<file path="config.mk">
export PLATFORM = sky130hd
export DESIGN_NAME = sysbus_arbiter
export DESIGN_NICKNAME = d
export VERILOG_FILES = /design/src/rtl/sysbus_arbiter.sv
export SDC_FILE = /design/constraint.sdc
export NUM_CORES = 1
export LEC_CHECK = 0
export ABC_CLOCK_PERIOD_IN_PS = 4720
export BUFFER_PORTS_ARGS = -buffer_cell sky130_fd_sc_hd__buf_2
export CORE_AREA = 5 5 179 181
export CTS_CLUSTER_DIAMETER = 50
export DETAILED_ROUTE_END_ITERATION = 10
export DIE_AREA = 0 0 184 186
export PLACE_DENSITY = 0.69
export SLEW_MARGIN = 15
export SYNTH_ARGS = -nofsm -noshare
export SYNTH_HDL_FRONTEND = slang
export SYNTH_SLANG_ARGS = --single-unit
</file>
<file path="constraint.sdc">
create_clock -name i_clock -period 4.72 [get_ports i_clock]
set_clock_uncertainty 0.15 [all_clocks]
set_input_delay 0.708 -clock i_clock [delete_from_list [all_inputs] [get_ports i_clock]]
set_output_delay 0.708 -clock i_clock [all_outputs]
set_load 0.02 [all_outputs]
</file>
<file path="src/rtl/sysbus_arbiter.sv">
// Two-master round-robin arbiter driving a multiplexed 64-bit Sysbus cycle (ADDR, DATA, DONE).
// Optional data-phase abort on a stuck Ready is built when BUS_TIMEOUT_EN is defined.
module sysbus_arbiter #(
    parameter int unsigned WAIT_STATES = 1,
    parameter int unsigned TIMEOUT     = 64
) (
    input  logic        i_clock,
    input  logic        i_reset,
    input  logic        i_req0,
    input  logic        i_req1,
    input  logic        i_we0,
    input  logic        i_we1,
    input  logic [63:0] i_addr0,
    input  logic [63:0] i_addr1,
    input  logic [63:0] i_wdata0,
    input  logic [63:0] i_wdata1,
    output logic        o_gnt0,
    output logic        o_gnt1,
    output logic        o_done0,
    output logic        o_done1,
    output logic [63:0] o_rdata,
    output logic        o_err,
    output logic [63:0] o_bus_out,
    output logic        o_bus_drive,
    input  logic [63:0] i_bus_in,
    input  logic        i_ready,
    output logic        o_nale,
    output logic        o_nme,
    output logic        o_noe,
    output logic        o_rnw
);

    typedef enum logic [1:0] {S_IDLE, S_ADDR, S_DATA, S_DONE} state_t;

    state_t      r_state;
    state_t      w_next;
    logic        r_owner;
    logic        r_prio;
    logic        r_we;
    logic [63:0] r_addr;
    logic [63:0] r_wdata;
    logic [3:0]  r_wcnt;
    logic [63:0] r_rdata;
    logic        r_gnt0;
    logic        r_gnt1;
    logic        w_winner;
    logic        w_any_req;
    logic        w_complete;
    logic        w_timeout;

    assign w_any_req  = i_req0 || i_req1;
    // With both requesting the pointer decides; otherwise the lone requester wins.
    assign w_winner   = (i_req0 && i_req1) ? r_prio : !i_req0;
    assign w_complete = (r_state == S_DATA) && (r_wcnt == 4'd0) && i_ready;

`ifdef BUS_TIMEOUT_EN
    localparam int unsigned TW = (TIMEOUT > 1) ? $clog2(TIMEOUT) : 1;

    logic [TW-1:0] r_tcnt;
    logic          r_err;

    assign w_timeout = (r_state == S_DATA) && (r_wcnt == 4'd0) && !i_ready
                       && (r_tcnt == TW'(TIMEOUT - 1));

    always_ff @(posedge i_clock) begin
        if (i_reset) begin
            r_tcnt <= '0;
            r_err  <= 1'b0;
        end else begin
            r_err <= w_timeout;
            if (r_state == S_ADDR) begin
                r_tcnt <= '0;
            end else if (r_state == S_DATA && r_wcnt == 4'd0 && !i_ready) begin
                r_tcnt <= r_tcnt + TW'(1);
            end
        end
    end

    assign o_err = r_err;
`else
    logic w_unused_timeout;

    assign w_unused_timeout = |TIMEOUT;
    assign w_timeout        = 1'b0;
    assign o_err            = 1'b0;
`endif

    always_comb begin
        w_next = r_state;
        case (r_state)
            S_IDLE:  if (w_any_req) w_next = S_ADDR;
            S_ADDR:  w_next = S_DATA;
            S_DATA:  if (w_complete || w_timeout) w_next = S_DONE;
            S_DONE:  w_next = S_IDLE;
            default: w_next = S_IDLE;
        endcase
    end

    always_comb begin
        o_nale      = 1'b1;
        o_nme       = 1'b1;
        o_noe       = 1'b1;
        o_rnw       = 1'b1;
        o_bus_drive = 1'b0;
        o_bus_out   = '0;
        case (r_state)
            S_ADDR: begin
                o_bus_out   = r_addr;
                o_bus_drive = 1'b1;
                o_nale      = 1'b0;
                o_rnw       = !r_we;
            end
            S_DATA: begin
                o_nme = 1'b0;
                o_rnw = !r_we;
                if (r_we) begin
                    o_bus_out   = r_wdata;
                    o_bus_drive = 1'b1;
                end else begin
                    o_noe = 1'b0;
                end
            end
            default: ;
        endcase
    end

    always_ff @(posedge i_clock) begin
        if (i_reset) begin
            r_state <= S_IDLE;
            r_owner <= 1'b0;
            r_prio  <= 1'b0;
            r_we    <= 1'b0;
            r_addr  <= '0;
            r_wdata <= '0;
            r_wcnt  <= '0;
            r_rdata <= '0;
            r_gnt0  <= 1'b0;
            r_gnt1  <= 1'b0;
        end else begin
            r_state <= w_next;
            r_gnt0  <= 1'b0;
            r_gnt1  <= 1'b0;
            case (r_state)
                S_IDLE: begin
                    if (w_any_req) begin
                        r_owner <= w_winner;
                        r_prio  <= !w_winner;
                        r_we    <= w_winner ? i_we1    : i_we0;
                        r_addr  <= w_winner ? i_addr1  : i_addr0;
                        r_wdata <= w_winner ? i_wdata1 : i_wdata0;
                        r_gnt0  <= !w_winner;
                        r_gnt1  <= w_winner;
                    end
                end
                S_ADDR: r_wcnt <= 4'(WAIT_STATES);
                S_DATA: begin
                    if (r_wcnt != 4'd0) r_wcnt <= r_wcnt - 4'd1;
                    if (w_complete && !r_we) r_rdata <= i_bus_in;
                end
                default: ;
            endcase
        end
    end

    assign o_gnt0  = r_gnt0;
    assign o_gnt1  = r_gnt1;
    assign o_done0 = (r_state == S_DONE) && !r_owner;
    assign o_done1 = (r_state == S_DONE) && r_owner;
    assign o_rdata = r_rdata;

endmodule
</file>
* Word-level counts from Yosys, hierarchy flattened
Cells that the tools add are included.
** Storage, ports and cells
- Word-level logic and storage cells :: 57
- Input port bits :: 327
- Output and inout bits :: 138
- Register bits after elaboration :: 203
** Operators by class
- Multiplexer cells :: 17
- Bitwise gates (word level) :: 2
- Reduce and logical (&&, ||, !) cells :: 21
- Equality and inequality tests :: 6
- Add/sub/neg operators :: 1
** Operator list (count)
- two-way mux 64 bit :: 3
- one-hot mux 64 bit (2 select lines) :: 1
- one-hot mux 2 bit (4 select lines) :: 1
- one-hot mux 4 bit (2 select lines) :: 1
- AND reduction 2 bit :: 4
- two-way mux 1 bit :: 7
- logical AND 1 bit :: 6
- equality test 2 bit (second input constant) :: 2
- logical NOT 1 bit :: 4
- logical NOT 4 bit :: 1
- two-way mux 2 bit :: 2
- two-way mux 4 bit :: 1
- inequality test 2 bit (second input constant) :: 2
- nonzero test 4 bit :: 1
- subtractor 4 x 1 -> 4 bit (second input constant) :: 1
- OR reduction 3 bit :: 1
- equality test 2 x 1 -> 1 bit (second input constant) :: 1
- logical NOT 2 bit :: 1
- inequality test 2 x 1 -> 1 bit (second input constant) :: 1
- NOT 1 bit :: 2
- one-hot mux 1 bit (2 select lines) :: 1
- nonzero test 2 bit :: 1
- OR reduction 2 bit :: 1
- logical OR 1 bit :: 1

* Longest topological paths before layout
Gate-level depths: netlist (run 1).
- Depth after elaboration :: 5
- Gate-level depth with buffers :: 8
- Depth with buffers taken out :: 5

* Worst setup path after synthesis (run 1)
Ideal clock, no wire load.
- Path kind :: register -> output
- From :: register r_state[0]
- To :: output o_bus_out[12]
- Required time :: 3.862 ns
- Setup slack :: 2.200 ns
- Arrival time :: 1.662 ns
- Stages on the path, launching flop included :: 8
- Path buffers :: 3
- Cells stage by stage :: dfxtp_1 -> inv_1 -> ha_1 -> buf_2 -> inv_1 -> clkbuf_1 -> buf_1 -> nor2_1
** Between the ends
- Longest elaborated chain between the ends :: 2
- Elaborated cells on any way between the ends :: 3
- Those cells by class :: eq/ne (2); mux (1)
** RTL lines
- start: declaration :: line 35 : state_t r_state;
- start signal: assignment :: line 140 : r_state <= w_next;
- equality test 2 bit / equality test 2 x 1 -> 1 bit (equally long branches) :: line 106 : case (r_state)
- one-hot mux 64 bit (2 select lines) * :: line 106
- end: declaration :: line 23 : output logic [63:0] o_bus_out,
Every way passes the cells marked *; elsewhere a longest branch is shown, timed or not.

* Worst setup path in the final report (run 1)
- From :: register r_state[0]
- To :: output o_bus_out[51]
Same word-level chain as after synthesis.

==> results of run 1 <==
-- through the flow --
step | total power, W | instance area [um^2] | worst slack [ns]
finish | 0.00668 | 12700 | 0.974
global route | 0.00704 | 12700 | 0.785
floorplan | 0.00377 | 9390 | 2.20
detailed placement | 0.00444 | 11700 | 1.54
CTS | 0.00673 | 12700 | 0.954
global placement | 0.00440 | 11700 | 1.60
-- where the power goes --
part	switching, W	leakage, nW	internal (W)
clock network	0.000815	0.487	0.00145
registers	0.000206	1.66	0.00204
logic	0.00145	3.19	0.000715
total	0.00248	5.34	0.00420
-- layer usage --
metal	share of wire [%]	track usage, %
met1	39	23.8
met2	47	31.3
met3	10	4.36
met4	4.0	8.34
met5	0.053	0
-- worst paths after layout --
check / start / end / slack [ns] / depth (start not counted)
max: r_state[0] / o_bus_out[51] / 0.97 / 7
min: i_bus_in[24] / o_rdata[24] / 0.27 / 3
max reg2reg: r_state[0] / r_addr[8] / 2.14 / 6
min reg2reg: o_rdata[44] / o_rdata[44] / 0.30 / 2
-- synthesized netlist by cell type, drive strengths merged, types with 3 or more instances --
cell    number  area share [%]
buf         55             3.9
inv          7            0.28
a22oi       64             5.1
a21oi      130             6.9
clkbuf      76             3.0
nand2      136             5.4
dfxtp      203              43
a211oi       3            0.24
nor2        69             2.8
a32oi      129              12
and2         4            0.28
nand3      130             6.9
ha           6            0.80
mux2i       66             7.0
-- sequential cells by signal, indices dropped and copies added, names as in the netlist --
signal / flops
o_rdata: 64
r_addr: 64
r_wdata: 64
r_wcnt: 4
r_state: 2
o_gnt0: 1
o_gnt1: 1
r_owner: 1
r_prio: 1
r_we: 1
-- tightest hold or removal path, stage by stage --
cell,delay (ns)
buf_2,0.10
nand2_1,0.04
mux2i_1,0.05
-- area by class of cell --
type,instances,area (um^2)
diodes,2,5.00
flip-flops and latches,203,4060
multi-input cells,758,4690
fillers,3103,17500
clock inverters,16,259
well taps,396,495
inverters,8,31.3
repair buffers,478,2450
clock buffers,34,742
-- kinds of logic (layout without fill, tap and decap cells) --
logic type      after synthesis  after routing  share of synthesized area, %
simple gates                351            351                          16.6
compound gates              334            334                          25.0
flops                       203            203                          43.3
buf+inv                     139            536                          7.26
mux                          66             66                          7.03
fa+ha+maj                     6              6                         0.799
other cells                   1              3                        0.0399
==> qor.csv, run 1 <==
stage;metric;value;unit
outcome;status;finished clean;
setup_path;cp.arrival;2.89;ns
cts;post_cts_resized;0;
timing;whs;0.269;ns
synthesis;ys_types;39;
place;hpwl;24.5;mm
layout;nets;1809;
routing;wl;36.1;mm
power_and_ir_drop;leakagePower;5.34;nW
global_route;grt_pass1_vias;10100;
setup_path;worstSetupPathType;flop to output port;
synthesis;async_reset_ff_share;0;%
synthesis;synth-seq-cells;203;
floorplanning;dieArea;34200;um^2
floorplanning;die_width;184;um
setup_path;crit_path_start_kind;flop;
routing;drt_iter0_markers;701;
cts;cts_buffers;27;
global_route;grt_pass1_wl;53.6;mm
cts;path_clk_slew;0.06;ns
synthesis;synth_nets;1433;
routing;routed_via_density;5.45;
run;cap_violations;0;
timing;rsz0062_at_grt;no;
layout;drive_above_1_share;35.9;%
synthesis;yosysWarnings;0;
timing;final-hold-violation-count;0;
setup_path;critPathRequiredTime;3.86;ns
setup_path;cp-end-kind;output port;
layout;synthToLayoutAreaGrowth;35.6;%
timing;slew_viol_final;0;
layout;finish.utilization;42.1;%
timing;timing.final.crit_period;3.75;ns
cts;clock_sink_count;203;
timing;slew-limit-headroom;24.3;%
layout;final_cell_mix;buf_2, dfxtp_1, nand2_1;
power_and_ir_drop;power_density;525;nW/um^2
global_route;antenna_found_initial;3;
synthesis;synth-edff-count;0;
routing;first_pass_iters;5;
power_and_ir_drop;ir_drop;0.000286;V
cts;root_buffer;clkbuf_16;
place;place_inst;1843;
synthesis;syn_area;9390;um^2
place;io_buffers;463;
place;place.gp.congestion;0.900;
floorplanning;rows;64;
cts;cts_setup_buffers;0;
timing;fin_tns_setup;0;ns
cts;ctsHoldBuffers;0;
routing;antenna_left;0;
setup_path;cpPeakStageDelay;0.80;ns
synthesis;avgSynthCellArea;8.54;um^2
setup_path;worst-path-buf-inv;3;
global_route;grt.total_usage;19.0;%
synthesis;synth_seq_area_share;43.3;%
synthesis;synth_ff_type;dfxtp_1;
routing;detail_route.wl_per_cell;19.0;um
cts;htreeDepth;1;
floorplanning;die_h;186;um
global_route;grt_max_degree;130;
layout;final_common_cell;buf_2;
timing;finalSetupViolations;0;
cts;clk_latency;0.53;ns
timing;fin_crit_sh;79.4;%
setup_path;crit_fanout;38;
setup_path;critPathTopFamily;simple AND/OR/NAND/NOR gates;
floorplanning;io_pins;465;
setup_path;cp_slowest_cell;and2_2;
layout;final_cell_count_no_fill;1895;
cts;clockBufferDepth;3;
setup_path;path_cells;inv_1, ha_1, and2_2, buf_4, a22oi_1, nor2_1, buf_2;
synthesis;synthCells;1100;
routing;drc;0;
global_route;overflow;0;
routing;via_count;10300;
timing;max_slew.worst_pin.slew;1.14;ns
floorplanning;start_util;31.0;%
min_path;hp-class;input port to flop;
timing;fmax;267;MHz
floorplanning;coreArea;30300;um^2
cts;cts_tree;yes;
(Power assumes the default switching activity.)
==> run 2, diff against run 1 <==
--- a/config.mk
+++ b/config.mk
@@ -5,13 +5,14 @@
 export SDC_FILE = /design/constraint.sdc
 export NUM_CORES = 1
 export LEC_CHECK = 0
-export ABC_CLOCK_PERIOD_IN_PS = 4720
+export ABC_AREA = 1
+export ABC_CLOCK_PERIOD_IN_PS = 3900
 export BUFFER_PORTS_ARGS = -buffer_cell sky130_fd_sc_hd__buf_2
 export CORE_AREA = 5 5 179 181
 export CTS_CLUSTER_DIAMETER = 50
 export DETAILED_ROUTE_END_ITERATION = 10
 export DIE_AREA = 0 0 184 186
-export PLACE_DENSITY = 0.69
+export PLACE_DENSITY = 0.71
 export SLEW_MARGIN = 15
 export SYNTH_ARGS = -nofsm -noshare
 export SYNTH_HDL_FRONTEND = slang
==> constraint.sdc (replaced) <==
create_clock -name i_clock -period 3.9 [get_ports i_clock]
set_clock_uncertainty 0.15 [all_clocks]
set_input_delay 0.585 -clock i_clock [delete_from_list [all_inputs] [get_ports i_clock]]
set_output_delay 0.585 -clock i_clock [all_outputs]
set_load 0.02 [all_outputs]
==> qor.csv, run 2 <==
stage;metric;value;unit
timing;rsz0062_at_grt;no;
routing;wl;38.9;mm
place;place_inst;2313;
setup_path;worst-path-buf-inv;3;
floorplanning;dieArea;34200;um^2
global_route;antenna_found_initial;1;
timing;finalSetupViolations;0;
setup_path;worstReg2RegEnd;r_addr[2];
synthesis;synth_nets;1901;
floorplanning;die_h;186;um
synthesis;yosys-top-cells-count;nand2_1, dfxtp_1, a21oi_1;
global_route;grt_pass1_vias;11400;
layout;nets;2281;
power_and_ir_drop;power_density;656;nW/um^2
setup_path;rrSetupSlack;1.23;ns
synthesis;synth_top_area_share;40.9;%
timing;slew-limit-headroom;21.8;%
setup_path;crit_path_start_kind;flop;
cts;post_cts_resized;0;
routing;detail_route.wl_per_cell;16.4;um
global_route;grt_pass1_wl;59.0;mm
global_route;overflow;0;
setup_path;cp_slowest_cell;ha_2;
setup_path;path_cells;inv_1, ha_2, buf_12, nand2_1, a21oi_1, buf_2;
synthesis;synthCells;1568;
setup_path;r2r_cells;8;
place;io_buffers;463;
min_path;hp-class;input port to flop;
layout;final_cell_count_no_fill;2368;
routing;antenna_left;0;
synthesis;synth-seq-cells;203;
floorplanning;start_util;32.9;%
cts;clk_latency;0.54;ns
min_path;hp-start;i_addr1[18];
setup_path;crit_fanout;30;
synthesis;synth_top_area_cell;dfxtp_1;
timing;fin_tns_setup;0;ns
layout;final_cell_mix;nand2_1, buf_2, dfxtp_1;
setup_path;cp.arrival;2.53;ns
setup_path;rr_startpoint;r_state[1];
synthesis;async_reset_ff_share;0;%
synthesis;synth_seq_area_share;40.9;%
min_path;hold-path-endpoint;r_addr[18];
synthesis;ys_types;20;
timing;final-hold-violation-count;0;
setup_path;setup.worst_path.start;r_state[1];
cts;clockBufferDepth;3;
synthesis;avgSynthCellArea;6.34;um^2
outcome;status;finished clean;
setup_path;worstSetupPathType;flop to output port;
floorplanning;die_width;184;um
synthesis;yosysWarnings;0;
power_and_ir_drop;ir_drop;0.000428;V
layout;final_common_cell;nand2_1;
setup_path;cpPeakStageDelay;0.62;ns
synthesis;synth-edff-count;0;
routing;drc;0;
cts;root_buffer;clkbuf_16;
synthesis;syn_area;9940;um^2
cts;htreeDepth;1;
routing;drt_iter0_markers;742;
synthesis;yosysMostFrequentCell;nand2_1;
cts;cts_tree;yes;
timing;fmax;306;MHz
layout;drive_above_1_share;27.5;%
cts;clock_sink_count;203;
routing;via_count;11600;
floorplanning;coreArea;30300;um^2
setup_path;critPathTopFamily;buffers and inverters;
cts;path_clk_slew;0.06;ns
global_route;grt.total_usage;21.0;%
run;cap_violations;0;
setup_path;critPathRequiredTime;3.16;ns
place;hpwl;28.0;mm
synthesis;synth_area_leaders;dfxtp_1, nand2_1, a21oi_1;
timing;fin_crit_sh;83.7;%
layout;synthToLayoutAreaGrowth;33.9;%
floorplanning;rows;64;
cts;cts_buffers;29;
timing;timing.final.crit_period;3.27;ns
synthesis;synth_ff_type;dfxtp_1;
cts;ctsHoldBuffers;0;
power_and_ir_drop;leakagePower;6.51;nW
cts;cts_setup_buffers;0;
setup_path;cp-end-kind;output port;
timing;slew_viol_final;0;
global_route;grt_max_degree;113;
routing;first_pass_iters;5;
place;place.gp.congestion;0.864;
timing;max_slew.worst_pin.slew;1.17;ns
routing;routed_via_density;4.91;
min_path;hold_depth;3;
floorplanning;io_pins;465;
==> run 2: changes by cell type in the layout (fill, tap and decap cells not counted), moves of 50 or more <==
cell     delta
mux2i_1    -66
a21oi_1    +53
nand3_1    +50
a32oi_1   -129
o21ai_0    +66
a22oi_1    -64
nor2_1     +69
nand2_1   +497
==> run 2: cells by family after synthesis <==
kind of cell	count (synthesis)	synth area share, %
compound gates	250	12.7
flops	203	40.9
simple gates	959	38.7
other cells	1	0.0377
buf+inv	149	6.92
fa+ha+maj	6	0.755
==> run 2: metrics by stage <==
step | power (W) | hold WS [ns] | instance area (um^2) | setup WS, ns | util (%)
2_1_floorplan | 0.00506 | 0.295 | 9940 | 1.55 | -
3_3_place_gp | 0.00608 | 0.302 | 12400 | 1.26 | 40.8
3_5_place_dp | 0.00615 | 0.306 | 12400 | 1.20 | 40.8
4_1_cts | 0.00881 | 0.0629 | 13300 | 0.593 | 44.0
5_1_grt | 0.00932 | 0.0903 | 13300 | 0.497 | 44.0
6_report | 0.00873 | 0.0854 | 13300 | 0.635 | 44.0
==> run 2: power breakdown <==
group | switching (W) | internal [W]
sequential | 0.000306 | 0.00255
combinational | 0.00229 | 0.000960
clock | 0.00102 | 0.00161
==> run 2: how the worst max path moves through the flow <==
stage | end | slack [ns] | cells past startpoint
final | o_bus_out[35] | 0.63 | 6
after global routing | o_bus_out[20] | 0.50 | 6
after CTS | o_bus_out[20] | 0.59 | 6
after detailed placement | o_bus_out[20] | 1.20 | 6
after global placement | o_bus_out[59] | 1.26 | 6
after floorplan | o_bus_out[10] | 1.55 | 7
==> run 2: metal layers <==
layer / global-route usage, % / vias up / wire (um)
met3: 3.73 / 104 / 2830
met2: 34.5 / 463 / 18100
met5: 0 / - / 0
li1: - / 5800 / -
met1: 27.4 / 5265 / 16500
met4: 8.16 / 0 / 1490
==> run 2: worst register-to-register path: cells and delay by family (launching register included) <==
kind / cells / cell delay [ns]
compound gates: 2 / 0.21
fa+ha+maj: 1 / 0.22
buf+inv: 4 / 1.52
flops: 1 / 0.41
simple gates: 1 / 0.08
==> run 2: layout make-up <==
cell class	instances	area, um^2
diodes	1	2.50
clock buffers	36	762
clock inverters	18	203
fillers	3140	17000
inverters	18	70.1
multi-input cells	1216	5220
flip-flops and latches	203	4070
well taps	396	495
repair buffers	480	2500
==> run 3, diff against run 2 <==
--- a/config.mk
+++ b/config.mk
@@ -6,13 +6,13 @@
 export NUM_CORES = 1
 export LEC_CHECK = 0
 export ABC_AREA = 1
-export ABC_CLOCK_PERIOD_IN_PS = 3900
+export ABC_CLOCK_PERIOD_IN_PS = 2900
 export BUFFER_PORTS_ARGS = -buffer_cell sky130_fd_sc_hd__buf_2
-export CORE_AREA = 5 5 179 181
+export CORE_AREA = 5 5 178 180
 export CTS_CLUSTER_DIAMETER = 50
 export DETAILED_ROUTE_END_ITERATION = 10
-export DIE_AREA = 0 0 184 186
-export PLACE_DENSITY = 0.71
+export DIE_AREA = 0 0 183 185
+export PLACE_DENSITY = 0.74
 export SLEW_MARGIN = 15
 export SYNTH_ARGS = -nofsm -noshare
 export SYNTH_HDL_FRONTEND = slang
==> constraint.sdc (replaced) <==
create_clock -name i_clock -period 2.9 [get_ports i_clock]
set_clock_uncertainty 0.15 [all_clocks]
set_input_delay 0.435 -clock i_clock [delete_from_list [all_inputs] [get_ports i_clock]]
set_output_delay 0.435 -clock i_clock [all_outputs]
set_load 0.02 [all_outputs]
==> qor.csv, run 3 (synthesis gave the netlist of run 2 again) <==
stage;metric;value;unit
outcome;status;finished clean;
routing;antenna_left;0;
timing;final-hold-violation-count;0;
layout;nets;2352;
layout;final_cell_mix;nand2_1, buf_2, dfxtp_1;
setup_path;cp-end-kind;output port;
routing;drt_iter0_markers;843;
timing;timing.final.crit_period;2.76;ns
layout;final_common_cell;nand2_1;
floorplanning;die_width;183;um
setup_path;cp.arrival;2.17;ns
power_and_ir_drop;finalPower;0.0122;W
run;cap_violations;0;
routing;wl;40.7;mm
cts;htreeDepth;1;
global_route;overflow;0;
cts;root_buffer;clkbuf_16;
floorplanning;start_util;33.1;%
routing;wl_met2;19.5;mm
setup_path;crit_fanout;34;
routing;first_pass_iters;5;
power_and_ir_drop;power_density;864;nW/um^2
routing;detail_route.wl_per_cell;16.7;um
layout;n_fill_cell;3046;
place;dpl_cell_area;12500;um^2
timing;rsz0062_at_grt;yes;
floorplanning;die_h;185;um
cts;clk_latency;0.55;ns
power_and_ir_drop;p_sw_share;40.9;%
power_and_ir_drop;seq_power_share;31.4;%
place;place.gp.congestion;0.939;
cts;clockBufferDepth;3;
min_path;hp-class;input port to flop;
global_route;grt.total_usage;22.1;%
layout;drive_above_1_share;27.3;%
routing;via_count;12300;
floorplanning;io_pins;465;
timing;max_slew.worst_pin.slew;0.832;ns
cts;path_clk_slew;0.06;ns
layout;seqCellArea;4070;um^2
power_and_ir_drop;intPower;0.00722;W
routing;wirelength_met1;16.1;mm
setup_path;worstSetupPathType;flop to output port;
layout;synthToLayoutAreaGrowth;42.1;%
routing;dr.max_layer_used;met5;
global_route;grt_pass1_vias;11500;
place;io_buffers;463;
setup_path;critPathRequiredTime;2.32;ns
routing;drc;0;
global_route;antenna_found_initial;2;
cts;cts_buffers;30;
floorplanning;coreArea;30000;um^2
timing;slew-limit-headroom;44.5;%
cts;clock_sink_count;203;
timing;finalSetupViolations;0;
routing;routed_via_density;5.03;
layout;multi_input_area;5210;um^2
place;place_inst;2324;
layout;final_cell_count_no_fill;2439;
power_and_ir_drop;ir_drop;0.000473;V
timing;slew_viol_final;0;
global_route;grt_max_degree;97;
power_and_ir_drop;power.share.clock;31.1;%
power_and_ir_drop;power.switching;0.00499;W
timing;fin_crit_sh;95.2;%
floorplanning;dieArea;33900;um^2
setup_path;crit_path_start_kind;flop;
timing;fmax;362;MHz
routing;wl_met3;3.47;mm
global_route;grt_pass1_wl;60.8;mm
power_and_ir_drop;leakagePower;6.86;nW
layout;stdcell_area;14100;um^2
cts;cts_tree;yes;
setup_path;rrSetupSlack;0.28;ns
floorplanning;rows;64;
place;hpwl;28.6;mm
cts;cts_setup_buffers;0;
power_and_ir_drop;combPwrFrac;37.5;%
[run 3: cell types whose count changed in the layout (fill, tap and decap cells not counted), sizes merged]
| cell | delta |
|---|---|
| clkinv | -4 |
| buf | +11 |
| clkinvlp | +2 |
| bufinv | +1 |
| inv | +2 |
| dlygate4sd3 | +59 |
[run 3: path summary, 6_finish.rpt]
kind | cells after the start | start | endpoint
worst max-delay path | 6 | r_state[0] | o_bus_out[35]
worst min-delay path | 3 | i_bus_in[42] | o_rdata[42]
worst max register to register | 11 | r_state[0] | r_addr[37]
worst min register to register | 2 | r_addr[41] | r_addr[41]
[run 3: area by class of cell]
cell class | count | share of cell area [%]
repair buffers | 550 | 22.8
multi-input cells | 1216 | 36.9
inverters | 18 | 0.514
clock inverters | 19 | 1.81
clock buffers | 36 | 5.69
flip-flops and latches | 203 | 28.8
diodes | 1 | 0.0177
well taps | 396 | 3.51
[run 3: metrics by stage]
stage               setup WS [ns]  util, %  setup TNS (ns)  hold WS, ns
floorplan                   0.699        -               0        0.295
global placement            0.570     41.5               0        0.303
detailed placement          0.522     41.5               0        0.305
CTS                        0.0921     47.0               0      0.00115
global route             -0.00808     47.0        -0.00808       0.0245
finish                      0.140     47.0               0       0.0144
[run 3: repair_timing]
item / in CTS / in global routing
hold buffers: 59 / 0
gates cloned: 0 / 0
gates resized for setup: 1 / 0
endpoints found under the hold margin: 58 / 0
setup endpoints to repair: 41 / 1
[run 3: worst max-delay path, stage by stage, from the launching register on]
cell and delay [ns]:
dfxtp_1 0.36, inv_1 0.11, ha_1 0.38, inv_4 0.28, buf_12 0.24, a21oi_1 0.08
buf_2 0.16
[run 3: power by group through the flow]
stage / clock network (W) / logic [W] / registers, W
after global placement: 0 / 0.00441 / 0.00385
after global routing: 0.00399 / 0.00508 / 0.00389
after detailed placement: 0 / 0.00451 / 0.00387
final: 0.00380 / 0.00458 / 0.00383
after floorplan: 0 / 0.00290 / 0.00391
after CTS: 0.00388 / 0.00460 / 0.00381
[run 3: per-layer routing]
layer  GRT usage (%)  up-vias
li1                -     5948
met1            28.1     5583
met2            37.2      625
met3            4.01      116
met4            8.64        2
met5               0        -
